===== src/rtl/lattice_result_collector.sv =====
// lattice_result_collector
//
// Tail stage of the lattice chain. Counts the core results that arrive for
// the current round, buffers the successful nonces in a small FIFO and hands
// them to the host-side controller over a valid/ready handshake. It also
// reports round completion and FIFO overflow.
//
// Optional feature macro: LATTICE_COLLECTOR_DEDUP_EN
//   When defined, a success whose nonce matches the most recently pushed
//   nonce in the same round is silently discarded.
//
// Ports:
//   clk              sole clock, rising edge
//   rst              asynchronous, active-high reset
//   round_start_i    pulse: a new job entered the chain (restarts the round)
//   chain_valid_i    pulse: a core result is present on the chain outputs
//   chain_success_i  the current result is a hit
//   chain_core_i     index of the core that produced the result
//   chain_nonce_i    nonce of the result
//   host_valid_o     FIFO head is valid
//   host_ready_i     host accepts the head this cycle
//   host_nonce_o     head nonce (0 while empty)
//   host_core_o      head core index (0 while empty)
//   done_o           all results of the current round have arrived
//   overflow_o       sticky: a success was dropped because the FIFO was full
//   found_count_o    saturating count of successes pushed this round
module lattice_result_collector #(
  parameter int LOG2_NUM_CORES = 1,
  parameter int FIFO_DEPTH     = 4,
  parameter int NONCE_BITS     = 32
) (
  input  logic                      clk,
  input  logic                      rst,
  input  logic                      round_start_i,
  input  logic                      chain_valid_i,
  input  logic                      chain_success_i,
  input  logic [LOG2_NUM_CORES-1:0] chain_core_i,
  input  logic [NONCE_BITS-1:0]     chain_nonce_i,
  output logic                      host_valid_o,
  input  logic                      host_ready_i,
  output logic [NONCE_BITS-1:0]     host_nonce_o,
  output logic [LOG2_NUM_CORES-1:0] host_core_o,
  output logic                      done_o,
  output logic                      overflow_o,
  output logic [7:0]                found_count_o
);

  localparam int AW = $clog2(FIFO_DEPTH);
  localparam int EW = LOG2_NUM_CORES + NONCE_BITS;

  // Number of results in one round, in the counter's own width.
  localparam logic [LOG2_NUM_CORES:0] NUM_RESULTS = {1'b1, {LOG2_NUM_CORES{1'b0}}};

  localparam logic [1:0] ST_IDLE    = 2'd0;
  localparam logic [1:0] ST_COLLECT = 2'd1;
  localparam logic [1:0] ST_DONE    = 2'd2;

  logic [1:0]              state;
  logic [LOG2_NUM_CORES:0] result_cnt;
  logic [LOG2_NUM_CORES:0] result_cnt_inc;

  logic [EW-1:0] mem [FIFO_DEPTH];
  logic [AW:0]   wptr;
  logic [AW:0]   rptr;
  logic [EW-1:0] head;

  logic fifo_empty;
  logic fifo_full;
  logic accept;
  logic hit;
  logic dup;
  logic push;
  logic pop;
  logic drop;

  // A result only counts while collecting; a coincident round start wins
  // and throws the result away.
  assign accept         = (state == ST_COLLECT) && chain_valid_i && !round_start_i;
  assign result_cnt_inc = result_cnt + 1'b1;

  // Pointers carry one extra wrap bit: equal pointers mean empty, equal
  // indices with differing wrap bits mean full.
  assign fifo_empty = (wptr == rptr);
  assign fifo_full  = (wptr[AW] != rptr[AW]) && (wptr[AW-1:0] == rptr[AW-1:0]);

  assign pop  = !fifo_empty && host_ready_i;
  assign hit  = accept && chain_success_i && !dup;
  // A full FIFO still takes the new entry if the host frees a slot in the
  // same cycle, so throughput stays one push plus one pop per cycle.
  assign push = hit && (!fifo_full || pop);
  assign drop = hit && fifo_full && !pop;

`ifdef LATTICE_COLLECTOR_DEDUP_EN
  logic [NONCE_BITS-1:0] last_nonce;
  logic                  last_valid;

  assign dup = last_valid && (last_nonce == chain_nonce_i);

  // Remembers the most recently pushed nonce; forgotten at every round start.
  always_ff @(posedge clk or posedge rst) begin
    if (rst) begin
      last_nonce <= '0;
      last_valid <= 1'b0;
    end else if (round_start_i) begin
      last_valid <= 1'b0;
    end else if (push) begin
      last_nonce <= chain_nonce_i;
      last_valid <= 1'b1;
    end
  end
`else
  assign dup = 1'b0;
`endif

  // Round control: a round start from any state (including mid-round)
  // restarts collection; the edge accepting the last result enters DONE.
  always_ff @(posedge clk or posedge rst) begin
    if (rst) begin
      state      <= ST_IDLE;
      result_cnt <= '0;
    end else if (round_start_i) begin
      state      <= ST_COLLECT;
      result_cnt <= '0;
    end else if (accept) begin
      result_cnt <= result_cnt_inc;
      if (result_cnt_inc == NUM_RESULTS) begin
        state <= ST_DONE;
      end
    end
  end

  // Per-round flags: success count saturates at 255, overflow is sticky
  // until the next round start.
  always_ff @(posedge clk or posedge rst) begin
    if (rst) begin
      found_count_o <= 8'd0;
      overflow_o    <= 1'b0;
    end else if (round_start_i) begin
      found_count_o <= 8'd0;
      overflow_o    <= 1'b0;
    end else begin
      if (push && (found_count_o != 8'hFF)) begin
        found_count_o <= found_count_o + 8'd1;
      end
      if (drop) begin
        overflow_o <= 1'b1;
      end
    end
  end

  // FIFO pointers; round start deliberately leaves buffered entries alone.
  always_ff @(posedge clk or posedge rst) begin
    if (rst) begin
      wptr <= '0;
      rptr <= '0;
    end else begin
      if (push) begin
        wptr <= wptr + 1'b1;
      end
      if (pop) begin
        rptr <= rptr + 1'b1;
      end
    end
  end

  // Storage needs no reset: the empty flag masks stale contents.
  always_ff @(posedge clk) begin
    if (push) begin
      mem[wptr[AW-1:0]] <= {chain_core_i, chain_nonce_i};
    end
  end

  assign head         = mem[rptr[AW-1:0]];
  assign host_valid_o = !fifo_empty;
  assign host_nonce_o = fifo_empty ? '0 : head[NONCE_BITS-1:0];
  assign host_core_o  = fifo_empty ? '0 : head[EW-1:NONCE_BITS];
  assign done_o       = (state == ST_DONE);

endmodule


===== config.mk =====
export PLATFORM = sky130hd
export DESIGN_NAME = lattice_result_collector
export DESIGN_NICKNAME = d
export VERILOG_FILES = /design/src/rtl/lattice_result_collector.sv
export SDC_FILE = /design/constraint.sdc
export NUM_CORES = 1
export LEC_CHECK = 0
export CORE_AREA = 4 4 141 143
export CTS_CLUSTER_DIAMETER = 100
export DETAILED_ROUTE_END_ITERATION = 10
export DIE_AREA = 0 0 145 147
export GPL_TIMING_DRIVEN = 0
export PLACE_DENSITY_LB_ADDON = 0.1
export RECOVER_POWER = 100
export SLEW_MARGIN = 20
export SYNTH_ARGS = -nofsm -noshare
export SYNTH_HDL_FRONTEND = slang
export SYNTH_SLANG_ARGS = --single-unit

===== constraint.sdc =====
create_clock -name clk -period 2.8 [get_ports clk]
set_clock_uncertainty 0.2 [all_clocks]
set_input_delay 0.84 -clock clk [delete_from_list [all_inputs] [get_ports clk]]
set_output_delay 0.84 -clock clk [all_outputs]
set_load 0.02 [all_outputs]

# Yosys cells after proc, flatten, opt, wreduce, memory -nomap -nowiden
# Memory sizes are Yosys's and may differ from the RTL's.
# Cells that the tools add are included.
# W data, S select, Z words.
# totals
register_bits	19
n_memories	1
wordCells	50
inputBits	39
ram_bits	132
output_inout_bits	44
# op_classes
reduce_logical	19
mux	13
eq_ne	7
addsub	4
# memory_table
name	depth	word_bits	read_ports	rd_ports_with_merged_regs	wr	line	source
mem	4	33	1	0	1	62	logic [EW-1:0] mem [FIFO_DEPTH];
# op_table
cell	count
$mux W32	1
$mux W8	2
$mux W2	5
$logic_and A1 B1 Y1	9
$add A8 B1 Y8 const B	1
$ne A8 B8 Y1 const B	1
$reduce_bool A2 Y1	4
$add A3 B1 Y3 const B	2
$mux W1	5
$eq A2 B2 Y1 const B	2
$logic_not A1 Y1	4
$eq A3 B3 Y1	1
$add A2 B1 Y2 const B	1
$eq A2 B1 Y1 const B	1
$eq A2 B2 Y1	1
$reduce_and A2 Y1	1
$logic_or A1 B1 Y1	1
$ne A1 B1 Y1	1

# Logic depth before layout (Yosys ltp)
# depth
word_depth	8
depth_mapped	6

# Least setup slack after synthesis
# OpenSTA, ideal clock, no wires.
# synth_path
kind	input -> register
from	input port round_start_i
to	memory mem[3][0] in the netlist's numbering (enable)
t_required_ns	2.205
slack_ns	-0.267
arrival_time_ns	2.472
stages	5
cell_sequence	clkbuf_1 inv_1 and3_1 clkbuf_1 and3_1
# synth_via
elab_chain_len	6
# synth_rtl
item	line	source
start, declared	34	input logic round_start_i,
$logic_not A1 Y1	78	assign accept = (state == ST_COLLECT) && chain_valid_i && !round_start_i;
$logic_and A1 B1 Y1	78	
$logic_and A1 B1 Y1	87	assign hit = accept && chain_success_i && !dup;
$logic_and A1 B1 Y1	90	assign push = hit && (!fifo_full || pop);
$mux W1	168	if (push) begin
$mux W1 (not written as such)	169	mem[wptr[AW-1:0]] <= {chain_core_i, chain_nonce_i};
end, declared	62	
# No other way between the ends.

# Worst setup path in the final report
# layout_path
from	register rptr[0]
to	output port host_nonce_o[22]
# layout_via
elab_chain_len	2
word_cells_on_any_way	3
# layout_rtl
item	line	source
start, declared	64	logic [AW:0] rptr;
start signal, assigned	161	rptr <= rptr + 1'b1;
$mem_v2 Z4 W33 / $eq A3 B3 Y1 (equally long branches)	-	
$mux W32 (*)	175	assign host_nonce_o = fifo_empty ? '0 : head[NONCE_BITS-1:0];
end, declared	41	output logic [NONCE_BITS-1:0] host_nonce_o,
# Mark *: on every way between the ends. The rest lies on a longest branch, timed or not.

==> results.py <==
metrics = {
    "worst_hold_path": {
        "hold_class": "reg2reg",
        "min_to": "rptr[2]$_DFFE_PP0P_",
        "worstHoldStart": "rptr[2]$_DFFE_PP0P_",
        "hold_depth": 1,
    },
    "worst_setup_path": {
        "worstPathArrival_ns": 1.95,
        "r2r_cells": 5,
        "worst-path-max-fanout": 8,
        "crit_top_cell": "buf_12",
        "crit_family": "multiplexers",
        "worstPathRequired_ns": 1.76,
        "cp_slowest_cell": "mux4_2",
        "cp-start-kind": "register",
        "path_class": "reg2out",
        "cp-end-kind": "output pin",
        "crit_chain": "buf_12 -> buf_12 -> mux4_2 -> and2_4 -> buf_6",
        "critPathBufInv": 3,
        "slowest_delay_ns": 0.50,
        "r2r_slack_ns": 0.42,
        "timing.rr.end": "wptr[2]$_DFFE_PP0P_",
        "r2r_start": "rptr[0]$_DFFE_PP0P_",
    },
    "clocking": {
        "cts_tree": "built",
        "insertion_delay_ns": 0.42,
        "clk_pin_slew_ns": 0.06,
        "cts_hold_buffers": 0,
        "cts_sinks": 151,
        "cts_buffers": 17,
        "cts_max_level": 4,
        "cts-root-buf": "clkbuf_16",
        "clk_path_buf_depth": 2,
    },
    "timing": {
        "worst_slew_pin_slew_ns": 0.7719,
        "maxSlewViolCount": 0,
        "hold_violations": 0,
        "finalCriticalPeriod_ns": 2.990,
        "max_freq_ghz": 0.3344,
        "fin_ws_ns": -0.1900,
        "rsz0062_at_grt": "yes",
        "finalCritPeriodShare_pct": 106.8,
        "relSlewSlack_pct": 48.48,
        "finalSetupViolations": 34,
    },
    "routing": {
        "num_vias": 3274,
        "vias_per_cell": 4.843,
        "avgRoutedWirePerCell_um": 20.42,
        "drt-total-wl_um": 13800,
        "firstDrtPassIters": 4,
        "drc": 0,
        "drt_iter0_drc": 166,
        "drtAntennaViolNets": 0,
    },
    "floorplanning": {
        "initial_core_util_pct": 32.37,
        "die_w_um": 145,
        "die-area_um2": 21320,
        "ioPinCount": 83,
        "core_area_um2": 18580,
        "die_h_um": 147,
        "rows": 50,
    },
    "finish": {
        "final_common_cell": "edfxtp_1",
        "drive_gt1_share_pct": 38.24,
        "fill_cells": 1633,
        "instances_no_fill": 676,
        "register_area_um2": 4439,
        "multi_input_area_um2": 1662,
        "final_nets": 475,
        "antenna_cells": 0,
        "fin_area_um2": 8233,
        "area_growth_pct": 36.88,
        "layout_common_cells": "edfxtp_1, buf_6, dlygate4sd3_1, mux4_2, and2_4",
    },
    "grt": {
        "grt_pass1_vias": 3507,
        "grt_pass1_wl_um": 21550,
        "busiest_layer": "met2",
        "gr-total-overflow": 0,
        "use_met3_pct": 4.102,
        "antenna_found_initial": 1,
        "grt.total_usage_pct": 13.55,
        "grt_max_degree": 20,
        "grt_util_met2_pct": 21.74,
        "gr-usage-met1_pct": 18.01,
    },
    "yosys": {
        "synth_top_area_cell": "edfxtp_1",
        "synth_edf_count": 132,
        "seq_area_frac_synth_pct": 73.81,
        "syn_avg_cell_area_um2": 19.22,
        "ys_warn_count": 0,
        "synth_flop_cell": "edfxtp_1",
        "postSynthCellCount": 313,
        "postSynth.asyncResetShare_pct": 12.58,
        "yosysTopAreaCellShare_pct": 65.90,
        "synth_area_leaders": "edfxtp_1, mux4_2, dfrtp_1, and2_1, ha_1",
        "synth_area_um2": 6015,
        "ys_ff_latch": 151,
        "ys_types": 37,
        "synth_fp_nets": 359,
    },
    "power": {
        "p_switching_w": 0.002847,
        "vdd_ir_drop_max_mv": 0.6990,
        "pwr-share-comb_pct": 47.4,
        "p_total_w": 0.009264,
        "seq_power_share_pct": 29.0,
        "p_int_w": 0.006417,
        "clockPowerShare_pct": 23.5,
        "p_leak_nw": 2.919,
        "power_density_nw_per_um2": 1125,
        "swShare_pct": 30.73,
    },
    "placement": {
        "pre_cts_ws_ns": -0.9167,
        "port_buffers": 81,
        "dp_hpwl_um": 7392,
        "placed_area_um2": 7123,
        "numPlacedInstances": 628,
        "globalplace.congestion": 0.7050,
    },
    "run_status": {
        "status": "complete, but fails checks",
        "violations": "negative setup slack",
    },
    "run": {
        "drv_cap": 0,
    },
}
==> power groups by stage <==
stage / Clock [W] / Combinational (W) / Sequential [W]
2_1_floorplan: 0 / 0.00183 / 0.00271
3_3_place_gp: 0 / 0.00315 / 0.00272
3_5_place_dp: 0 / 0.00317 / 0.00273
4_1_cts: 0.00223 / 0.00411 / 0.00269
5_1_grt: 0.00236 / 0.00471 / 0.00271
6_report: 0.00218 / 0.00439 / 0.00269
==> sequential cells by signal (all words and copies together) (netlist names) <==
| signal | count |
|---|---|
| mem | 132 |
| rptr | 3 |
| overflow_o | 1 |
| found_count_o | 8 |
| result_cnt | 2 |
| state | 2 |
| wptr | 3 |
==> cells in the mapped netlist (6+ instances only) <==
| library cell | n |
|---|---|
| mux4_2 | 33 |
| xnor2_1 | 6 |
| dfrtp_1 | 19 |
| and2_1 | 34 |
| edfxtp_1 | 132 |
| nand2_1 | 9 |
| clkbuf_1 | 8 |
| ha_1 | 7 |
| nand3_1 | 6 |
==> worst reg2reg max path: cells and delay by family, from the launching register on <==
kind                   cells  cell delay [ns]
XOR/XNOR                   2             0.34
flip-flops                 1             0.41
AND/OR/NAND/NOR            2             1.12
buffers and inverters      1             0.18
==> cells by family after synthesis <==
| group | count (synthesis) | share of synthesized area [%] |
|---|---|---|
| muxes | 37 | 13.06 |
| AOI/OAI and AO/OA | 16 | 1.810 |
| xor gates and xnor gates | 8 | 1.165 |
| buffers and inverters | 20 | 1.477 |
| adders and majority gates | 7 | 1.456 |
| DFF | 151 | 73.81 |
| and+or+nand+nor | 74 | 7.219 |
==> per-stage QoR <==
stage	hold slack [ns]	setup TNS [ns]	utilization [%]
global route	0.3202	-8.730	44.31
CTS	0.2868	-7.461	43.68
global placement	0.2733	-134.90	38.34
detailed placement	0.2751	-137.74	38.34
finish	0.2895	-5.460	44.31
floorplan	0.2604	0	-
==> metal layers <==
metal / vias up / share of wire, %
met1: 1696 / 46
met2: 77 / 48
met4: 2 / 1.0
met5: - / 0.051
li1: 1486 / -
met3: 13 / 4.3
==> cell type report <==
class	instances	share of cell area, %
inverters	5	0.2280
repair buffers	94	13.05
clock inverters	12	1.581
flip-flops and latches	151	53.92
multi-input cells	146	20.18
plain buffers	14	2.173
clock buffers	20	5.304
well taps	234	3.556
==> worst max path at each step <==
stage	from	endpoint	cells after the start
6_report	rptr[0]$_DFFE_PP0P_	host_nonce_o[22]	5
4_1_cts	rptr[0]$_DFFE_PP0P_	host_nonce_o[25]	6
3_3_place_gp	chain_valid_i	mem[3][8]$_DFFE_PP_	6
2_1_floorplan	round_start_i	mem[3][0]$_DFFE_PP_	5
3_5_place_dp	chain_valid_i	mem[2][8]$_DFFE_PP_	6
5_1_grt	rptr[1]$_DFFE_PP0P_	host_nonce_o[22]	7
==> timing repair <==
action | CTS | global route
gates cloned | 7 | 3
resized for setup | 258 | 31
pin swaps | 26 | 20
buffers inserted | 7 | 3
setup endpoints to repair | 167 | 34
No activity file was read; power rests on OpenSTA's default activity.
